`config.mk`:
```
export PLATFORM = sky130hd
export DESIGN_NAME = tow_playfield
export DESIGN_NICKNAME = d
export VERILOG_FILES = /design/src/rtl/tow_playfield.sv
export SDC_FILE = /design/constraint.sdc
export NUM_CORES = 1
export LEC_CHECK = 0
export BUFFER_PORTS_ARGS = -buffer_cell sky130_fd_sc_hd__buf_2
export CORE_MARGIN = 1
export CORE_UTILIZATION = 55
export CTS_CLUSTER_SIZE = 14
export DETAILED_ROUTE_END_ITERATION = 12
export PLACE_DENSITY = 0.75
export SETUP_SLACK_MARGIN = 0.2
export SLEW_MARGIN = 30
export SYNTH_ARGS = -nofsm -noshare
export SYNTH_HDL_FRONTEND = slang
export SYNTH_SLANG_ARGS = --single-unit
```
`constraint.sdc`:
```
create_clock -name clk -period 4.3 [get_ports clk]
set_input_delay 0.645 -clock clk [delete_from_list [all_inputs] [get_ports clk]]
set_output_delay 0.645 -clock clk [all_outputs]
set_load 0.02 [all_outputs]
```
`src/rtl/tow_playfield.sv`:
```
// tow_playfield: tug-of-war light playfield with round scoring and match end.
// Ports:
//   clk        - rising-edge clock
//   reset      - asynchronous, active-low reset
//   l_press    - one-cycle pulse for each left-player press (pulls the light left)
//   r_press    - one-cycle pulse for each right-player press (pulls the light right)
//   leds       - one-hot light position, MSB leftmost; all zero once the match is over
//   winner     - round winner: 00 none, 01 left, 10 right
//   l_score    - left round-win count
//   r_score    - right round-win count
//   match_over - high once either score has reached WIN_LIMIT
module tow_playfield #(
  parameter int unsigned N_LIGHTS    = 9,
  parameter int unsigned HOLD_CYCLES = 8,
  parameter int unsigned WIN_LIMIT   = 7
) (
  input  logic                clk,
  input  logic                reset,
  input  logic                l_press,
  input  logic                r_press,
  output logic [N_LIGHTS-1:0] leds,
  output logic [1:0]          winner,
  output logic [2:0]          l_score,
  output logic [2:0]          r_score,
  output logic                match_over
);

  localparam int unsigned POS_W = $clog2(N_LIGHTS);
  localparam int unsigned CNT_W = 8;

  localparam logic [POS_W-1:0]    POS_CENTRE  = POS_W'((N_LIGHTS - 1) / 2);
  localparam logic [POS_W-1:0]    POS_MAX     = POS_W'(N_LIGHTS - 1);
  localparam logic [CNT_W-1:0]    HOLD_LOAD   = CNT_W'(HOLD_CYCLES);
  localparam logic [2:0]          SCORE_MAX   = 3'(WIN_LIMIT);
  localparam logic [1:0]          WIN_NONE    = 2'b00;
  localparam logic [1:0]          WIN_LEFT    = 2'b01;
  localparam logic [1:0]          WIN_RIGHT   = 2'b10;
  localparam logic [N_LIGHTS-1:0] LEDS_CENTRE = N_LIGHTS'(1) << POS_CENTRE;

  typedef enum logic [1:0] {
    ST_PLAY = 2'd0,
    ST_HOLD = 2'd1,
    ST_IDLE = 2'd2
  } state_e;

  state_e                state_q, state_d;
  logic [POS_W-1:0]      pos_q, pos_d;
  logic [CNT_W-1:0]      cnt_q, cnt_d;
  logic [1:0]            winner_q, winner_d;
  logic [2:0]            l_score_q, l_score_d;
  logic [2:0]            r_score_q, r_score_d;
  logic                  match_over_q, match_over_d;
  logic [N_LIGHTS-1:0]   leds_q, leds_d;

  logic l_only, r_only;

  // Simultaneous presses cancel, so only a lone press moves the light.
  assign l_only = l_press & ~r_press;
  assign r_only = r_press & ~l_press;

  // Next-state and output logic.
  always_comb begin
    state_d      = state_q;
    pos_d        = pos_q;
    cnt_d        = cnt_q;
    winner_d     = winner_q;
    l_score_d    = l_score_q;
    r_score_d    = r_score_q;
    match_over_d = match_over_q;

    unique case (state_q)
      ST_PLAY: begin
        if (l_only) begin
          if (pos_q == POS_MAX) begin
            // Pulling past the left end wins the round; the light stays put.
            winner_d  = WIN_LEFT;
            l_score_d = (l_score_q == SCORE_MAX) ? l_score_q : l_score_q + 3'd1;
            cnt_d     = HOLD_LOAD;
            state_d   = ST_HOLD;
          end else begin
            pos_d = pos_q + POS_W'(1);
          end
        end else if (r_only) begin
          if (pos_q == '0) begin
            winner_d  = WIN_RIGHT;
            r_score_d = (r_score_q == SCORE_MAX) ? r_score_q : r_score_q + 3'd1;
            cnt_d     = HOLD_LOAD;
            state_d   = ST_HOLD;
          end else begin
            pos_d = pos_q - POS_W'(1);
          end
        end
      end

      ST_HOLD: begin
        // Counter value 1 marks the last held cycle; presses here are dropped.
        if (cnt_q <= CNT_W'(1)) begin
          cnt_d = '0;
          if ((l_score_q == SCORE_MAX) || (r_score_q == SCORE_MAX)) begin
            state_d      = ST_IDLE;
            match_over_d = 1'b1;
          end else begin
            state_d  = ST_PLAY;
            winner_d = WIN_NONE;
            pos_d    = POS_CENTRE;
          end
        end else begin
          cnt_d = cnt_q - CNT_W'(1);
        end
      end

      ST_IDLE: begin
      end

      default: begin
        state_d = ST_PLAY;
        pos_d   = POS_CENTRE;
      end
    endcase

    leds_d = (state_d == ST_IDLE) ? '0 : (N_LIGHTS'(1) << pos_d);
  end

  // State and registered outputs.
  always_ff @(posedge clk or negedge reset) begin
    if (!reset) begin
      state_q      <= ST_PLAY;
      pos_q        <= POS_CENTRE;
      cnt_q        <= '0;
      winner_q     <= WIN_NONE;
      l_score_q    <= '0;
      r_score_q    <= '0;
      match_over_q <= 1'b0;
      leds_q       <= LEDS_CENTRE;
    end else begin
      state_q      <= state_d;
      pos_q        <= pos_d;
      cnt_q        <= cnt_d;
      winner_q     <= winner_d;
      l_score_q    <= l_score_d;
      r_score_q    <= r_score_d;
      match_over_q <= match_over_d;
      leds_q       <= leds_d;
    end
  end

  assign leds       = leds_q;
  assign winner     = winner_q;
  assign l_score    = l_score_q;
  assign r_score    = r_score_q;
  assign match_over = match_over_q;

endmodule

```
* Yosys cells after proc, flatten, opt, wreduce, memory -nomap -nowiden
Index checks and enable logic that the tools add are counted.
Storage, ports and cells: output and inout port bits 18, word-level logic and storage cells 70, register bits 32
Cells by class: reduce and logical (&&, ||, !) cells 9, $lt $le $gt $ge 1, add/subtract/negate cells 5, bitwise gates (word level) 7, shifts and indexed selects 1, equality and inequality tests 11, multiplexer cells 28
Operators with widths (number):
- two-way mux 8 bit | 5
- two-way mux 2 bit | 12
- two-way mux 4 bit | 6
- one-hot mux 8 bit (2 select lines) | 1
- one-hot mux 4 bit (3 select lines) | 1
- two-way mux 9 bit | 1
- inequality test 3 bit (second input constant) | 3
- << shifter 1 x 4 -> 9 bit (first input constant) | 1
- <= comparator 8 x 1 -> 1 bit (second input constant) | 1
- AND reduction 4 bit | 2
- subtractor 8 x 1 -> 8 bit (second input constant) | 1
- adder 3 x 1 -> 3 bit (second input constant) | 2
- equality test 3 bit (second input constant) | 2
- one-hot mux 2 bit (3 select lines) | 1
- AND reduction 6 bit | 1
- NOT 1 bit | 5
- AND reduction 5 bit | 1
- adder 4 x 1 -> 4 bit (second input constant) | 1
- equality test 2 bit (second input constant) | 2
- equality test 4 bit (second input constant) | 1
- logical NOT 4 bit | 1
- inequality test 2 bit (second input constant) | 2
- one-hot mux 2 bit (2 select lines) | 1
- subtractor 4 x 1 -> 4 bit (second input constant) | 1
- 6 further kinds | 7

* Logic depth before layout (Yosys ltp)
Gate-level depths: netlist of the first run.
word-level depth 7, gate-level depth with buffers 8, mapped depth without buffers 7

* Worst setup path after synthesis of the first run
Ideal clock, no wire load.
kind reg2reg, start point register r_score_q[0] (netlist: r_score[0]), end point register leds_q[8] (netlist: leds[8]), cell stages (with the launch flop) 8, setup time 0.082 ns, arrival 2.165 ns, data required time 4.218 ns, slack 2.053 ns, path buffers 0, cells stage by stage dfrtp_1 -> ha_1 -> ha_1 -> or2_2 -> o41ai_4 -> o221ai_2 -> or3_4 -> nor3b_2
Between the ends: cells in the longest elaborated chain, start to end 7, elaborated cells between the ends (all ways) 11
Ends and longest elaborated chain:
- start, declared | RTL line 51 | logic [2:0] r_score_q, r_score_d;
- start signal, assigned | RTL line 141 | r_score_q <= r_score_d;
- equality test 3 bit | RTL line 99 | if ((l_score_q == SCORE_MAX) || (r_score_q == SCORE_MAX)) begin
- logical OR 1 bit | RTL line 99
- two-way mux 4 bit | RTL line 99
- two-way mux 4 bit | RTL line 97 | if (cnt_q <= CNT_W'(1)) begin
- one-hot mux 4 bit (3 select lines) | RTL line 71 | unique case (state_q)
- named net pos_d[0] | RTL line 47 | logic [POS_W-1:0] pos_q, pos_d;
- << shifter 1 x 4 -> 9 bit | RTL line 121 | leds_d = (state_d == ST_IDLE) ? '0 : (N_LIGHTS'(1) << pos_d);
- two-way mux 9 bit | RTL line 121
- named net leds_d[8] | RTL line 53 | logic [N_LIGHTS-1:0] leds_q, leds_d;
- end signal, assigned | RTL line 143 | leds_q <= leds_d;
- end, declared | RTL line 53
The timed path passes the listed nets, and every way through them passes these cells. A chain may end at the register's enable or synchronous reset.

* Worst setup path in the final report of the first run
start point register pos_q[1], end point register leds_q[2] (netlist: leds[2])
Between the ends: cells in the longest elaborated chain, start to end 7, elaborated cells between the ends (all ways) 19
Ends and longest elaborated chain:
- start, declared | RTL line 47
- start signal, assigned | RTL line 137 | pos_q <= pos_d;
- subtractor 4 x 1 -> 4 bit / logical NOT 4 bit (equally long branches) | RTL line 90, 84
- two-way mux 4 bit / two-way mux 2 bit (equally long branches) | RTL line 84 | if (pos_q == '0) begin
- two-way mux 4 bit / two-way mux 2 bit (equally long branches) | RTL line 83 | end else if (r_only) begin
- two-way mux 4 bit / two-way mux 2 bit (equally long branches) | RTL line 73 | if (l_only) begin
- one-hot mux 4 bit (3 select lines) / one-hot mux 2 bit (3 select lines) (equally long branches) | RTL line 71
- << shifter 1 x 4 -> 9 bit / equality test 2 bit (equally long branches) | RTL line 121
- two-way mux 9 bit (*) | RTL line 121
- named net leds_d[2] | RTL line 53
The timed path passes the listed nets; every way through them passes the cells marked *.

==> flow_metrics.py, run 1 <==
metrics = {
    "sta": {
        "maxSlewHeadroom_pct": 40.98,
        "finalCritPeriodShare_pct": 57.36,
        "fin_setup_tns_ns": 0,
        "slew_violations": 0,
        "max_freq_mhz": 405.4,
        "fin_skew_ns": 0.01488,
        "period_needed_ns": 2.466,
        "setup_viol": 0,
        "tightest_slew_ns": 0.8778,
        "hold_ws_ns": 0.3238,
        "hold_violations": 0,
        "rsz0062_at_grt": "no",
    },
    "clock_tree": {
        "cts_hold_buf": 0,
        "htreeDepth": 2,
        "cts_buffer_depth": 2,
        "clk_latency_ns": 0.35,
        "cts.sinks": 32,
        "path_clk_slew_ns": 0.10,
        "cts_tree": "done",
        "cts_made_buffers": 5,
        "post_cts_resized": 0,
        "cts_setup_buffers": 0,
        "root_buffer": "clkbuf_4",
    },
    "yosys": {
        "synthArstFlopShare_pct": 100.0,
        "synth_most_common_cell": "dfrtp_1",
        "synthFlopType": "dfrtp_1",
        "synth_seq_cells": 32,
        "synthTopCellsByCount": "dfrtp_1, o21ai_0, nand2_1, nor3_1",
        "synth_top_area_share_pct": 42.37,
        "synthesis.area_sq_um": 1772,
        "synth.distinct_cells": 52,
        "syn-mean-instance-area_sq_um": 10.07,
        "synthTopCellsByArea": "dfrtp_1, ha_1, o21ai_0, nor3_1, dfstp_2",
        "synth_edf_count": 0,
        "syn-num-nets": 190,
        "yosysWarnings": 0,
        "yosysSeqAreaShare_pct": 45.34,
        "syn_inst": 176,
        "yosysTopAreaCell": "dfrtp_1",
    },
    "flow_run": {
        "max-cap-violations": 0,
    },
    "global_routing": {
        "grtUsageTotal_pct": 24.63,
        "antenna_found_initial": 0,
        "grt_max_degree": 33,
        "grt_overflow_total": 0,
        "grt_pass1_vias": 1414,
        "grt_pass1_wl_um": 6341,
    },
    "finish": {
        "antenna-diode-count": 0,
        "nets": 213,
        "design_area_sq_um": 1967,
        "multi_input_area_sq_um": 908.4,
        "seq_area_sq_um": 803.3,
        "fill_cells": 268,
        "area_delta_synth_final_pct": 11.02,
        "drive_above_1_share_pct": 23.00,
    },
    "worst_setup_path": {
        "crit_path_end_kind": "flop",
        "critPathKind": "flop to flop",
        "cp-start-kind": "flop",
        "reg2regPathDepth": 7,
        "cp_max_fo": 7,
        "required_ns": 4.55,
        "crit_chain": "inv_1 -> ha_1 -> or3b_1 -> a2111oi_0 -> a221oi_1 -> a21o_2 -> nor3_1",
        "critPathMaxStageDelay_ns": 0.55,
        "slowest_stage": "a2111oi_0",
        "crit_buf_inv": 1,
        "crit_cells": 7,
        "critPathArrivalTime_ns": 2.71,
        "cp_top_family": "compound AO/OA/AOI/OAI gates",
    },
    "placed_design": {
        "port-buffer-count": 21,
        "place_congestion": 0.8843,
        "placed_area_sq_um": 1906,
        "dpl.hpwl_um": 2637,
    },
    "floorplan": {
        "die_h_um": 58.76,
        "core_sq_um": 3053,
        "row_count": 20,
        "fp.dieArea_sq_um": 3452,
        "die_w_um": 58.76,
        "boundaryPins": 22,
        "start_util_pct": 58.03,
    },
    "power": {
        "power.density_nw_per_um2": 254.2,
        "peakVddDrop_mv": 0.1404,
        "p_sw_uw": 114.5,
        "swShare_pct": 22.90,
        "p_leak_nw": 0.9591,
        "p_int_uw": 385.5,
        "p_comb_share_pct": 4.1,
        "p_seq_share_pct": 60.3,
        "p_clk_share_pct": 35.5,
    },
    "drt": {
        "dr.pass1.iters": 4,
        "post_drt_wl_per_cell_um": 14.74,
        "via_per_inst": 5.861,
        "ant_nets": 0,
        "drc": 0,
        "totalWireLength_um": 3597,
        "drt_iter0_markers": 86,
        "vias": 1430,
    },
    "hold_path": {
        "hold_class": "primary input to async pin",
    },
    "outcome": {
        "status": "complete, no violations",
    },
}
[worst reg2reg max path, delay by kind of cell (launching register included)]
kind / cells / cell delay [ns]
DFF: 1 / 0.46
buffers and inverters: 1 / 0.13
and+or+nand+nor: 2 / 0.58
adders and majority gates: 1 / 0.26
AOI/OAI and AO/OA: 3 / 0.95
[sequential cells by signal, summed over array words and instances (netlist names)]
signal / flops
r_score: 3
winner: 2
cnt_q: 8
match_over: 1
state_q: 2
l_score: 3
leds: 9
pos_q: 4
[final timing paths]
| kind | start | end | slack (ns) |
|---|---|---|---|
| max in group asynchronous | reset | r_score[1]$_DFFE_PN0P_ | 3.53 |
| setup reg to reg | pos_q[1]$_DFF_PN0_ | leds[2]$_DFF_PN0_ | 1.83 |
| hold reg to reg | match_over$_DFFE_PN0P_ | match_over$_DFFE_PN0P_ | 0.48 |
| min in group clk | match_over$_DFFE_PN0P_ | match_over$_DFFE_PN0P_ | 0.48 |
| hold / removal | reset | cnt_q[7]$_DFFE_PN0P_ | 0.32 |
| setup / recovery | pos_q[1]$_DFF_PN0_ | leds[2]$_DFF_PN0_ | 1.83 |
[per-stage QoR]
stage	setup slack [ns]	power, mW	utilization (%)	instances
4_1_cts	1.879	0.5073	64.43	244
5_1_grt	1.546	0.5247	64.43	244
3_5_place_dp	1.627	0.3286	62.42	236
2_1_floorplan	2.053	0.3181	-	176
3_3_place_gp	1.748	0.3271	62.42	236
6_report	1.834	0.5000	64.43	244
[power by group through the flow]
stage / registers, mW / clock network [mW] / logic [mW]
4_1_cts: 0.302 / 0.184 / 0.0211
3_3_place_gp: 0.308 / 0 / 0.0195
5_1_grt: 0.302 / 0.199 / 0.0239
2_1_floorplan: 0.308 / 0 / 0.00985
3_5_place_dp: 0.308 / 0 / 0.0210
6_report: 0.302 / 0.178 / 0.0205
[cell usage in the layout, fill, tap and decap left out, types with 2 or more instances in the layout]
master,n
clkbuf_4,5
o22ai_1,2
ha_1,10
nand2_1,12
o21a_1,2
inv_1,9
nor3_1,12
nor4_1,3
or2_2,2
xnor2_1,2
or3_1,2
a21oi_1,7
o21ai_0,14
dfstp_2,2
nor2_1,10
nand3_1,5
o31ai_1,6
buf_2,21
dfrtp_1,30
nand2b_1,3
nor2b_1,3
o2111ai_1,2
mux2_2,4
clkinv_2,2
[per-layer routing]
| metal | global-route usage, % | share of wire [%] |
|---|---|---|
| met1 | 30.23 | 44 |
| met2 | 39.61 | 49 |
| met3 | 7.033 | 4.3 |
| met4 | 12.24 | 2.3 |
| met5 | 0 | 0 |
[layout make-up]
type | count | area share, %
clock buffers | 6 | 2.608
clock inverters | 2 | 0.5089
inverters | 9 | 1.718
multi-input cells | 130 | 46.18
flip-flops and latches | 32 | 40.84
well taps | 44 | 2.799
repair buffers | 21 | 5.344
[logic make-up after synthesis]
logic type / count (synthesis) / share of synthesized area (%)
and+or+nand+nor: 66 / 20.69
AOI/OAI and AO/OA: 46 / 18.93
DFF: 32 / 45.34
adders and majority gates: 10 / 7.062
muxes: 5 / 3.107
xor gates and xnor gates: 3 / 1.483
buffers and inverters: 14 / 3.389
(Power assumes the default switching activity.)
==> run 2: changes to the inputs <==
- clock period: 4.3 -> 2.5 ns (I/O delays scaled with it)
==> run 2 against run 1 <==
- first-iteration DRC count shrank 49%
- global-route usage shrank 0.55 points
- wire length grew 1.0%
- sequential cell count is the same
- via count grew 2.4%
- core utilization grew 4.9 points
- highest routed layer unchanged
- sequential share of layout area shrank 2.9 points
- critical path type unchanged
- maximum frequency grew 8.5%
- power grew 75%
- worst setup slack lost 1.6 ns
- sequential power grew 72%
- largest power group unchanged
- critical endpoint is now leds[0]$_DFF_PN0_
- largest cell class unchanged
- register-to-register slack lost 1.6 ns
==> flow_metrics.py, run 2 (synthesized netlist as in run 1, its figures left out) <==
metrics = {
    "floorplan": {
        "die_w_um": 58.76,
        "die_h_um": 58.76,
        "row_count": 20,
        "core_sq_um": 3053,
        "start_util_pct": 58.03,
        "boundaryPins": 22,
        "fp.dieArea_sq_um": 3452,
    },
    "finish": {
        "area_delta_synth_final_pct": 19.42,
        "layout_common_cells": "dfrtp_1, buf_2, o21ai_0, nor3_1, nand2_1",
        "antenna-diode-count": 0,
        "final_common_cell": "dfrtp_1",
        "nets": 223,
        "fill_cells": 235,
        "largest_reg_flops": 9,
        "drive_above_1_share_pct": 34.29,
    },
    "drt": {
        "totalWireLength_um": 3633,
        "vias": 1464,
        "drc": 0,
        "post_drt_wl_per_cell_um": 14.30,
        "ant_nets": 0,
        "met1_length_um": 1674,
        "routed.top_layer": "met4",
        "drt_iter0_markers": 44,
        "via_per_inst": 5.764,
        "dr.pass1.iters": 4,
        "wl_met2_um": 1722,
        "wl_met3_um": 153,
    },
    "worst_setup_path": {
        "cp-start-kind": "flop",
        "critPathMaxStageDelay_ns": 0.42,
        "rr_startpoint": "pos_q[1]$_DFF_PN0_",
        "required_ns": 2.76,
        "timing.rr.end": "leds[0]$_DFF_PN0_",
        "critPathArrivalTime_ns": 2.53,
        "crit_path_end_kind": "flop",
        "slowest_stage": "dfrtp_1",
        "regToRegSetupSlack_ns": 0.23,
        "critPathKind": "flop to flop",
        "reg2regPathDepth": 7,
        "crit_chain": "inv_2 -> ha_4 -> or3b_4 -> a22o_1 -> a221o_1 -> or3_4 -> nor3_2",
        "cp_max_fo": 6,
    },
    "sta": {
        "hold_violations": 0,
        "rsz0062_at_grt": "yes",
        "fin_setup_tns_ns": 0,
        "fin_skew_ns": 0.01515,
        "setup_viol": 0,
        "period_needed_ns": 2.273,
        "finalCritPeriodShare_pct": 90.91,
        "maxSlewHeadroom_pct": 54.57,
        "max_freq_mhz": 440.0,
        "slew_violations": 0,
        "hold_ws_ns": 0.05185,
        "fin_ws_ns": 0.2273,
        "tightest_slew_ns": 0.6814,
    },
    "global_routing": {
        "grt_pass1_wl_um": 6203,
        "grt_overflow_total": 0,
        "grt_max_degree": 33,
        "grtUsageTotal_pct": 24.07,
        "antenna_found_initial": 0,
        "grt_pass1_vias": 1420,
    },
    "power": {
        "p_leak_nw": 0.9758,
        "power.density_nw_per_um2": 414.3,
        "peakVddDrop_mv": 0.2544,
        "total_power_uw": 876.5,
    },
    "clock_tree": {
        "clk_latency_ns": 0.35,
        "root_buffer": "clkbuf_4",
        "cts_tree": "done",
        "htreeDepth": 2,
        "cts_made_buffers": 5,
        "cts_buffer_depth": 2,
        "path_clk_slew_ns": 0.11,
        "cts_hold_buf": 0,
        "cts.sinks": 32,
    },
    "placed_design": {
        "place_congestion": 0.8735,
        "dpl.hpwl_um": 2535,
        "place_ws_ns": 0.09309,
        "port-buffer-count": 21,
    },
    "outcome": {
        "status": "complete, no violations",
    },
    "flow_run": {
        "max-cap-violations": 0,
    },
    "hold_path": {
        "hold_class": "primary input to async pin",
    },
}
## run 2: changes by cell type in the layout (fill, tap and decap cells not counted), sizes merged
cell,change
buf,+10
## run 2: repair_timing
item / in CTS / in global routing
resized for setup: 2 / 18
setup buffers: 2 / 4
endpoints found under the setup margin: 8 / 9
pin swaps: 0 / 7
## run 2: area by class of cell
| type | instances | area (sq um) | area share [%] |
|---|---|---|---|
| Clock inverter | 2 | 10.01 | 0.4731 |
| Sequential cell | 32 | 803.3 | 37.97 |
| Timing Repair Buffer | 31 | 180.2 | 8.516 |
| Tap cell | 44 | 55.05 | 2.602 |
| Multi-Input combinational cell | 130 | 982.2 | 46.42 |
| Clock buffer | 6 | 51.30 | 2.425 |
| Inverter | 9 | 33.78 | 1.597 |
## run 2: through the flow
| stage | utilization (%) | area, sq um | std cells |
|---|---|---|---|
| 2_1_floorplan | - | 1772 | 176 |
| 3_3_place_gp | 63.40 | 1936 | 240 |
| 3_5_place_dp | 63.40 | 1936 | 240 |
| 4_1_cts | 66.02 | 2016 | 250 |
| 5_1_grt | 69.30 | 2116 | 254 |
| 6_report | 69.30 | 2116 | 254 |
## run 2: worst max-delay path by stage
stage,slack [ns],startpoint,cells past startpoint,end
4_1_cts,0.21,pos_q[1]$_DFF_PN0_,7,leds[8]$_DFF_PN0_
2_1_floorplan,0.25,r_score[0]$_DFFE_PN0P_,7,leds[8]$_DFF_PN0_
3_3_place_gp,0.23,pos_q[1]$_DFF_PN0_,7,leds[2]$_DFF_PN0_
3_5_place_dp,0.09,pos_q[1]$_DFF_PN0_,7,leds[2]$_DFF_PN0_
5_1_grt,0.12,pos_q[1]$_DFF_PN0_,7,leds[0]$_DFF_PN0_
6_report,0.23,pos_q[1]$_DFF_PN0_,7,leds[0]$_DFF_PN0_
## run 2: worst max-delay path, delay by kind of cell, from the launching register on
kind                     cells  cell delay, ns
AND/OR/NAND/NOR              3            1.00
AO/OA/AOI/OAI                2            0.51
adder cells (fa/ha/maj)      1            0.16
buffers and inverters        1            0.10
flip-flops                   1            0.42
## run 2: power breakdown
group	total, mW	internal, mW	switching, mW
Clock	0.320	0.134	0.186
Combinational	0.0374	0.0131	0.0243
Sequential	0.519	0.518	0.000804
Total	0.877	0.665	0.212
## run 2: routing by layer
metal,global-route usage [%],vias up
li1,-,718
met1,30.69,695
met2,38.96,41
met3,5.934,10
met4,10.20,0
met5,0,-
==> run 3: changes to the inputs <==
- CORE_UTILIZATION: 55 -> 53
- MAX_ROUTING_LAYER: unset -> met4
- PLACE_DENSITY: 0.75 -> 0.73
- TNS_END_PERCENT: unset -> 30
==> run 3 against run 2 <==
- register-to-register slack about the same
- via count up 0.14%
- highest routed layer unchanged
- cell count down 1.6%
- largest power group unchanged
- combinational power down 7.8%
- power up 14%
==> flow_metrics.py, run 3 (synthesized netlist as in run 1, its figures left out) <==
metrics = {
    "clock_tree": {
        "path_clk_slew_ns": 0.11,
        "htreeDepth": 2,
        "cts_made_buffers": 5,
        "cts.sinks": 32,
        "cts_tree": "done",
        "cts_buffer_depth": 2,
        "root_buffer": "clkbuf_4",
        "clk_latency_ns": 0.34,
    },
    "drt": {
        "totalWireLength_um": 3632,
        "via_per_inst": 5.864,
        "drc": 0,
        "dr.pass1.iters": 5,
        "post_drt_wl_per_cell_um": 14.53,
        "ant_nets": 0,
        "vias": 1466,
        "drt_iter0_markers": 51,
    },
    "global_routing": {
        "grt_pass1_vias": 1306,
        "grt_max_degree": 33,
        "grt_overflow_total": 0,
        "grt_pass1_wl_um": 5871,
        "antenna_found_initial": 0,
        "grtUsageTotal_pct": 23.30,
    },
    "power": {
        "peakVddDrop_mv": 0.3200,
        "power.density_nw_per_um2": 473.6,
        "p_leak_nw": 0.9971,
    },
    "flow_run": {
        "max-cap-violations": 0,
    },
    "placed_design": {
        "place_congestion": 0.9062,
        "port-buffer-count": 21,
        "dpl.hpwl_um": 2546,
    },
    "worst_setup_path": {
        "cp_max_fo": 6,
        "crit_cells": 6,
        "slowest_stage": "o31ai_1",
        "cp_top_family": "compound AO/OA/AOI/OAI gates",
        "required_ns": 2.75,
        "critPathKind": "flop to flop",
        "reg2regPathDepth": 6,
        "crit_path_end_kind": "flop",
        "critPathArrivalTime_ns": 2.53,
        "crit_chain": "buf_4 -> or3_1 -> o211a_1 -> o31ai_1 -> o2111ai_2 -> nor3_1",
        "critPathMaxStageDelay_ns": 0.47,
        "crit_buf_inv": 1,
        "cp-start-kind": "flop",
    },
    "finish": {
        "drive_above_1_share_pct": 32.52,
        "area_delta_synth_final_pct": 19.35,
        "nets": 219,
        "final_common_cell": "dfrtp_1",
        "layout_common_cells": "dfrtp_1, buf_2, o21ai_0, nand2_1",
        "antenna-diode-count": 0,
        "largest_reg_flops": 9,
    },
    "sta": {
        "period_needed_ns": 2.275,
        "fin_skew_ns": 0.01208,
        "slew_violations": 0,
        "finalCritPeriodShare_pct": 90.99,
        "hold_violations": 0,
        "hold_ws_ns": 0.05967,
        "fin_setup_tns_ns": 0,
        "rsz0062_at_grt": "yes",
        "setup_viol": 0,
        "maxSlewHeadroom_pct": 54.39,
        "tightest_slew_ns": 0.6842,
        "max_freq_mhz": 439.6,
    },
    "floorplan": {
        "die_w_um": 59.82,
        "fp.dieArea_sq_um": 3578,
        "die_h_um": 59.82,
        "start_util_pct": 57.10,
        "boundaryPins": 22,
        "core_sq_um": 3103,
        "row_count": 20,
    },
    "outcome": {
        "status": "complete, no violations",
    },
    "hold_path": {
        "hold_class": "primary input to async pin",
    },
}
[run 3: repair_timing]
item / CTS / global route
hold buffers: 0 / 0
resized for setup: 4 / 14
endpoints found under the setup margin: 8 / 9
buffers inserted: 3 / 0
pin swaps: 5 / 1
[run 3: final cells by class]
type                    count  area, sq um
clock buffers               7        65.06
clock inverters             1        30.03
fillers                   275        988.4
inverters                   9        33.78
multi-input cells         130        977.2
flip-flops and latches     32        803.3
well taps                  44        55.05
repair buffers             27        150.1
[run 3: power breakdown]
part	switching [mW]	total (mW)	internal, mW
Sequential	0.000715	0.519	0.518
Clock	0.183	0.448	0.265
Combinational	0.0234	0.0345	0.0112
[run 3: per-layer routing]
layer	share of wire [%]	GRT usage [%]	up-vias
li1	-	-	705
met1	45	28.47	712
met2	48	36.98	40
met3	5.1	5.844	9
met4	1.6	8.970	0
met5	0	-	-
[run 3: path summary, 6_finish.rpt]
path / startpoint / end / slack (ns)
max: pos_q[1]$_DFF_PN0_ / leds[7]$_DFF_PN0_ / 0.23
min: reset / pos_q[0]$_DFF_PN0_ / 0.06
max reg2reg: pos_q[1]$_DFF_PN0_ / leds[7]$_DFF_PN0_ / 0.23
min reg2reg: match_over$_DFFE_PN0P_ / match_over$_DFFE_PN0P_ / 0.47
max in group asynchronous: reset / leds[7]$_DFF_PN0_ / 2.00
min in group clk: match_over$_DFFE_PN0P_ / match_over$_DFFE_PN0P_ / 0.47
[run 3: per-stage QoR]
stage          power [mW]  std cells  cell area (sq um)  setup slack (ns)  utilization, %
4_1_cts             1.006        250               2054            0.2055           66.21
2_1_floorplan      0.5471        176               1772            0.2530               -
6_report            1.002        250               2115            0.2252           68.15
3_5_place_dp       0.5638        239               1928           0.09694           62.14
3_3_place_gp       0.5622        239               1928            0.2209           62.14
5_1_grt             1.034        250               2115            0.1593           68.15
